## config.mk

```make
export PLATFORM = sky130hd
export DESIGN_NAME = instr_fetch_unit
export DESIGN_NICKNAME = d
export VERILOG_FILES = /design/src/rtl/instr_fetch_unit.sv
export SDC_FILE = /design/constraint.sdc
export NUM_CORES = 1
export LEC_CHECK = 0
export CAP_MARGIN = 20
export CORE_ASPECT_RATIO = 1.5
export CORE_UTILIZATION = 33
export CTS_BUF_LIST = sky130_fd_sc_hd__clkbuf_2
export DETAILED_ROUTE_END_ITERATION = 10
export GPL_ROUTABILITY_DRIVEN = 0
export PLACE_DENSITY_LB_ADDON = 0.1
export SYNTH_ARGS = -nofsm -noshare
export SYNTH_HDL_FRONTEND = slang
export SYNTH_SLANG_ARGS = --single-unit
```

## constraint.sdc

```tcl
create_clock -name i_clk -period 5.4 [get_ports i_clk]
set_clock_uncertainty 0.15 [all_clocks]
set_input_delay 1.08 -clock i_clk [delete_from_list [all_inputs] [get_ports i_clk]]
set_output_delay 1.08 -clock i_clk [all_outputs]
set_load 0.01 [all_outputs]
```

## src/rtl/instr_fetch_unit.sv

```systemverilog
// Instruction fetch unit: owns the PC, issues req/ack reads to instruction memory
// and delivers each fetched word to the IR with a one-cycle IRWrite strobe.
module instr_fetch_unit #(
  parameter int unsigned ADDR_W   = 32,
  parameter int unsigned DATA_W   = 32,
  parameter logic [ADDR_W-1:0] RESET_PC = '0,
  parameter int unsigned TIMEOUT  = 16
) (
  input  logic              i_clk,
  input  logic              i_rst,
  input  logic              i_Fetch,
  input  logic              i_PCWrite,
  input  logic [ADDR_W-1:0] i_PCNext,
  input  logic              i_MemAck,
  input  logic [DATA_W-1:0] i_MemData,
  output logic              o_MemReq,
  output logic [ADDR_W-1:0] o_MemAddr,
  output logic [DATA_W-1:0] o_Instr,
  output logic              o_IRWrite,
  output logic [ADDR_W-1:0] o_PC,
  output logic              o_Busy,
  output logic              o_Fault
);

  localparam int unsigned CW = $clog2(TIMEOUT + 1);
  localparam logic [CW-1:0] CNT_LAST = CW'(TIMEOUT - 1);

  typedef enum logic [1:0] {
    IDLE,
    REQ,
    FAULT
  } state_t;

  state_t            state, state_n;
  logic [ADDR_W-1:0] pc, pc_n;
  logic [ADDR_W-1:0] addr, addr_n;
  logic [ADDR_W-1:0] pend, pend_n;
  logic              pend_v, pend_v_n;
  logic [DATA_W-1:0] instr, instr_n;
  logic              irw, irw_n;
  logic [CW-1:0]     cnt, cnt_n;
  logic [ADDR_W-1:0] tgt;
  logic [ADDR_W-1:0] redir;
  logic              redir_v;

  always_ff @(posedge i_clk or posedge i_rst) begin
    if (i_rst) begin
      state  <= IDLE;
      pc     <= RESET_PC;
      addr   <= '0;
      pend   <= '0;
      pend_v <= 1'b0;
      instr  <= '0;
      irw    <= 1'b0;
      cnt    <= '0;
    end else begin
      state  <= state_n;
      pc     <= pc_n;
      addr   <= addr_n;
      pend   <= pend_n;
      pend_v <= pend_v_n;
      instr  <= instr_n;
      irw    <= irw_n;
      cnt    <= cnt_n;
    end
  end

  always_comb begin
    state_n  = state;
    pc_n     = pc;
    addr_n   = addr;
    pend_n   = pend;
    pend_v_n = pend_v;
    instr_n  = instr;
    irw_n    = 1'b0;
    cnt_n    = cnt;
    tgt      = i_PCWrite ? i_PCNext : pc;
    // a redirect arriving on the completing edge is the latest write
    redir_v  = pend_v | i_PCWrite;
    redir    = i_PCWrite ? i_PCNext : pend;
    unique case (state)
      IDLE: begin
        pc_n = tgt;
        if (i_Fetch) begin
          if (tgt[1:0] == 2'b00) begin
            state_n  = REQ;
            addr_n   = tgt;
            cnt_n    = '0;
            pend_v_n = 1'b0;
          end else begin
            state_n = FAULT;
          end
        end
      end
      REQ: begin
        if (i_PCWrite) begin
          pend_n   = i_PCNext;
          pend_v_n = 1'b1;
        end
        if (i_MemAck) begin
          instr_n  = i_MemData;
          irw_n    = 1'b1;
          state_n  = IDLE;
          pc_n     = redir_v ? redir : pc + ADDR_W'(4);
          pend_v_n = 1'b0;
        end else if (cnt == CNT_LAST) begin
          state_n  = FAULT;
          pend_v_n = 1'b0;
          if (redir_v) pc_n = redir;
        end else begin
          cnt_n = cnt + 1'b1;
        end
      end
      FAULT: begin
        if (i_PCWrite) begin
          pc_n    = i_PCNext;
          state_n = IDLE;
        end
      end
      default: state_n = IDLE;
    endcase
  end

  assign o_MemReq  = (state == REQ);
  assign o_Busy    = (state == REQ);
  assign o_Fault   = (state == FAULT);
  assign o_MemAddr = addr;
  assign o_Instr   = instr;
  assign o_IRWrite = irw;
  assign o_PC      = pc;

endmodule

```

; ---- Yosys cells after proc, flatten, opt, wreduce, memory -nomap -nowiden
; Index checks and enable logic that the tools add are counted.
[classes]
n_reduce_logical = 11
add_sub_neg = 2
bitwise = 1
n_mux = 26
n_eq_ne = 11
[op_table]
columns = op, n
row1 = $mux W32, 6
row2 = $pmux W32 S2, 1
row3 = $add A32 B3 Y32 const B, 1
row4 = $mux W5, 4
row5 = $mux W2, 5
row6 = $ne A2 B2 Y1 const B, 5
row7 = $pmux W5 S2, 1
row8 = $reduce_and A3 Y1, 3
row9 = $mux W1, 7
row10 = $ne A3 B2 Y1 const B, 2
row11 = $pmux W2 S3, 1
row12 = $add A5 B1 Y5 const B, 1
row13 = $eq A5 B4 Y1 const B, 1
row14 = $reduce_and A5 Y1, 1
row15 = $logic_not A2 Y1, 2
row16 = $ne A4 B3 Y1 const B, 1
row17 = $reduce_and A4 Y1, 1
row18 = $reduce_bool A2 Y1, 2
row19 = $eq A2 B1 Y1 const B, 1
row20 = $eq A2 B2 Y1 const B, 1
row21 = $pmux W1 S2, 1
row22 = $reduce_and A2 Y1, 1
row23 = $reduce_or A2 Y1, 1
row24 = $or A1 B1 Y1, 1
[word_totals]
wordCells = 59
input_bits = 69
ff_bits = 137
output_inout_bits = 100

; ---- Depth between registers and ports, before layout
[depth]
ltp_word = 5
mapped_depth = 9
ltp_nobuf = 8

; ---- Worst setup path after synthesis
; OpenSTA, ideal clock, no wires.
[synth_path]
kind = in2reg
startpoint = input i_MemAck
endpoint = register pc[21] (netlist: o_PC[21])
stages = 8
setup_time_ps = 136
t_arrival_ps = 2346
required_ps = 5114
n_path_buf = 3
slack_ps = 2768
path_cell_list = buf_2 > nor2b_1 > nand2_1 > clkbuf_1 > clkbuf_1 > a41oi_1 > o21ai_0 > o21ai_0
[synth_between]
elab_chain_len = 2
word_cells_on_any_way = 5
cone_classes = eq/ne (2) / mux (2) / reduce/logical (1)
[synth_rtl]
columns = element, line_no
row1 = "start, declared", 14  ; input logic i_MemAck,
row2 = $ne A3 B2 Y1 (no source line) or $mux W32 (tied branches), n/a
row3 = $reduce_and A3 Y1 (no source line) or $pmux W32 S2 (tied branches), n/a
row4 = "end signal, assigned", 58  ; pc <= pc_n;
row5 = "end, declared", 35  ; logic [ADDR_W-1:0] pc, pc_n;
; Several ways; a longest one is shown, not always the timed one.
; A chain may end at the register's enable or synchronous reset.

; ---- Worst setup path in the final report
[layout_path]
startpoint = register state[0]
endpoint = output o_MemReq
[layout_between]
elab_chain_len = 1
[layout_rtl]
columns = element, line_no
row1 = "start, declared", 34  ; state_t state, state_n;
row2 = "start signal, assigned", 57  ; state <= state_n;
row3 = $eq A2 B1 Y1, 124  ; assign o_MemReq = (state == REQ);
row4 = "end, declared", 16  ; output logic o_MemReq,
; No other way between the ends.

==> impl_metrics.toml <==
[status]
outcome = "finished, final reports clean"

[drt]
viasPerCell = 5.25
ant_nets = 0
vias = 5880
drc = 0
wl_per_cell_um = 17.6
wl_um = 19700
drt-initial-drc-count = 401
first_pass_iters = 5

[setup_path]
endpoint_kind = "output pin"
cp_slowest_cell = "clkdlybuf4s50_1"
cp_max_fo = 38
crit_arrival_ns = 2.54
crit_path_end = "o_MemReq"
critPathKind = "reg -> out"
path_depth = 4
required_ns = 4.17
crit_buf_inv = 3
cp_slowest_stage_delay_ns = 0.60
worstSetupStartpoint = "state[0]"
r2r_slack_ns = 2.60
r2r-start = "state[0]"
rr_endpoint = "o_PC[20]"
worstPathCellList = "buf_4, nand2b_1, inv_1, clkdlybuf4s50_1"
critPathTopFamily = "buffers and inverters"
ff2ff_path_depth = 6
start_kind = "flip-flop"

[synth]
synth_warnings = 0
synth.avg_cell_area_um2 = 9.84
ys_ff_latch = 137
synth_cell_types = 54
synth_ff_type = "dfrtp_1"
synth_edf_count = 0
async_flop_share = 1.00
yosysSeqAreaShare = 0.501
syn_inst = 695
synth_area_um2 = 6840
syn_nets = 767

[finish]
multi_input_area_um2 = 3150
seq_area_um2 = 3430
stdcell_count = 1120
nNetsFinal = 914
fin_area_um2 = 9060
area_delta_synth_final_pct = 32.4
fin_util = 0.445
fillers = 1981
drive_above_1_share = 0.139

[power]
pwr-share-seq = 0.435
netSwitchingFraction = 0.332
total_leakage_power_nw = 3.75
fin_total_pwr_mw = 4.02
power.switching_mw = 1.33
intPower_mw = 2.68
power_density_nw_per_um2 = 444
pwr-share-comb = 0.379
peakVddDrop_v = 0.000231
clockPowerShare = 0.186

[global_routing]
grt_use_total = 0.193
grt_util_met1 = 0.220
use_met3 = 0.0563
antenna_found_initial = 1
grt_max_degree = 108
grt_pass1_wl_um = 32100
busiest_layer = "met2"
use_met2 = 0.342
grt_overflow = 0
grt_pass1_vias = 6147

[clocking]
post_cts_resized = 0
clkTransAtPathRegs_ns = 0.22
htreeDepth = 4
clk_path_buf_depth = 2
cts.sinks = 137
hold_buffers = 0
cts_buffers = 17
cts_root_buf = "clkbuf_2"
insertion_delay_ns = 0.73
postCtsSetupRepairBufs = 0
cts_tree = "done"

[floorplanning]
start_util = 0.336
die_h_um = 178
core_area_um2 = 20300
die_w_um = 120
rows = 64
dieArea_um2 = 21300
io_pins = 169

[sta]
worstMarginPinSlew_ns = 0.962
hold_viol = 0
setup_slack_ns = 1.63
whs_ns = 0.367
finalMaxSlewViolations = 0
tns_ns = 0
period_share = 0.698
setup_viol = 0
min_period_ns = 3.77
max_freq_mhz = 265
rsz0062_at_grt = "no"
slew_headroom = 0.354

[hold_path]
hold_path_depth = 2
hold_class = "reg -> reg"

[flow_run]
max_cap_violations = 0

[placed_design]
dpl_cell_area_um2 = 8730
dp_hpwl_um = 13600
pre_cts_ws_ns = 1.51
io_buffers = 168
dp_cells = 1086
[state kept, by name, indices dropped and copies added, names as in the netlist]
signal,flops
state,2
o_IRWrite,1
o_MemAddr,32
cnt,5
pend,32
pend_v,1
o_Instr,32
o_PC,32
[cell usage after synthesis (all sizes together) (3+ instances only)]
cell type  number  area (µm²)
nor2b           4        25.0
nor2           58         218
nand2b          5        31.3
a31oi          25         156
mux2           65         732
and3            7        43.8
nand2          89         334
ha              3        37.5
a211oi          3        22.5
nand3          14        70.1
dfrtp         137        3430
o22ai           4        25.0
xor2            3        26.3
o32ai           4        35.0
a2bb2oi        20         175
mux2i          15         150
or3             4        30.0
clkbuf         27         105
o2bb2ai         6        52.6
o21ai          58         290
buf            26         111
nor4            5        46.3
o21bai          3        22.5
inv            13        48.8
a21oi          43         215
a41oi           4        35.0
nor3           12        60.1
nand4           8        65.1
[kinds of logic (layout without fill, tap and decap cells)]
| kind of cell | Yosys count | count (layout) | synth area share |
|---|---|---|---|
| xor gates and xnor gates | 3 | 3 | 0.00384 |
| buffers and inverters | 67 | 227 | 0.0393 |
| adders and majority gates | 3 | 3 | 0.00549 |
| other | 0 | 1 | 0 |
| muxes | 80 | 80 | 0.129 |
| AOI/OAI and AO/OA | 189 | 189 | 0.176 |
| and+or+nand+nor | 216 | 216 | 0.146 |
| DFF | 137 | 137 | 0.501 |
[metal layers]
| metal | vias up | share of wire |
|---|---|---|
| met4 | 0 | 0.014 |
| met5 | - | 0 |
| met2 | 167 | 0.52 |
| met1 | 2893 | 0.41 |
| met3 | 18 | 0.062 |
| li1 | 2802 | - |
[worst min-delay path: cells and delay by family, from the launching register on]
family	cells	cell delay (ns)
DFF	1	0.39
AOI/OAI and AO/OA	1	0.06
and+or+nand+nor	1	0.05
[final cells by class]
class	instances	area share
Tap cell	264	0.0365
Antenna cell	1	0.000276
Sequential cell	137	0.379
Inverter	14	0.00635
Timing Repair Buffer	181	0.198
Clock buffer	19	0.0105
Multi-Input combinational cell	491	0.348
Clock inverter	13	0.0222
[worst min-delay path by stage]
| stage | slack, ns | end | from |
|---|---|---|---|
| final | 0.37 | o_PC[24] | pend[24] |
| after global routing | 0.40 | o_Instr[31] | o_Instr[31] |
| after CTS | 0.37 | pend[1] | pend[1] |
| after detailed placement | 0.32 | cnt[4] | cnt[4] |
| after global placement | 0.31 | cnt[4] | cnt[4] |
| after floorplan | 0.30 | cnt[4] | cnt[4] |
[power by group through the flow]
| stage | clock network (mW) | logic (mW) | registers (mW) |
|---|---|---|---|
| floorplan | 0 | 0.636 | 1.82 |
| global placement | 0 | 1.52 | 1.75 |
| detailed placement | 0 | 1.53 | 1.77 |
| CTS | 0.778 | 1.54 | 1.75 |
| global route | 0.820 | 1.66 | 1.81 |
| finish | 0.749 | 1.52 | 1.75 |
[cell usage in the layout (no fill, tap or decap), types with 19 or more instances in the layout]
| cell type | count |
|---|---|
| a21oi_1 | 43 |
| clkbuf_2 | 19 |
| nor2_1 | 58 |
| a2bb2oi_1 | 20 |
| dfrtp_1 | 137 |
| mux2_2 | 65 |
| clkdlybuf4s50_1 | 167 |
| a31oi_1 | 25 |
| nand2_1 | 89 |
| o21ai_0 | 58 |
Power figures use the tool's default switching activity.
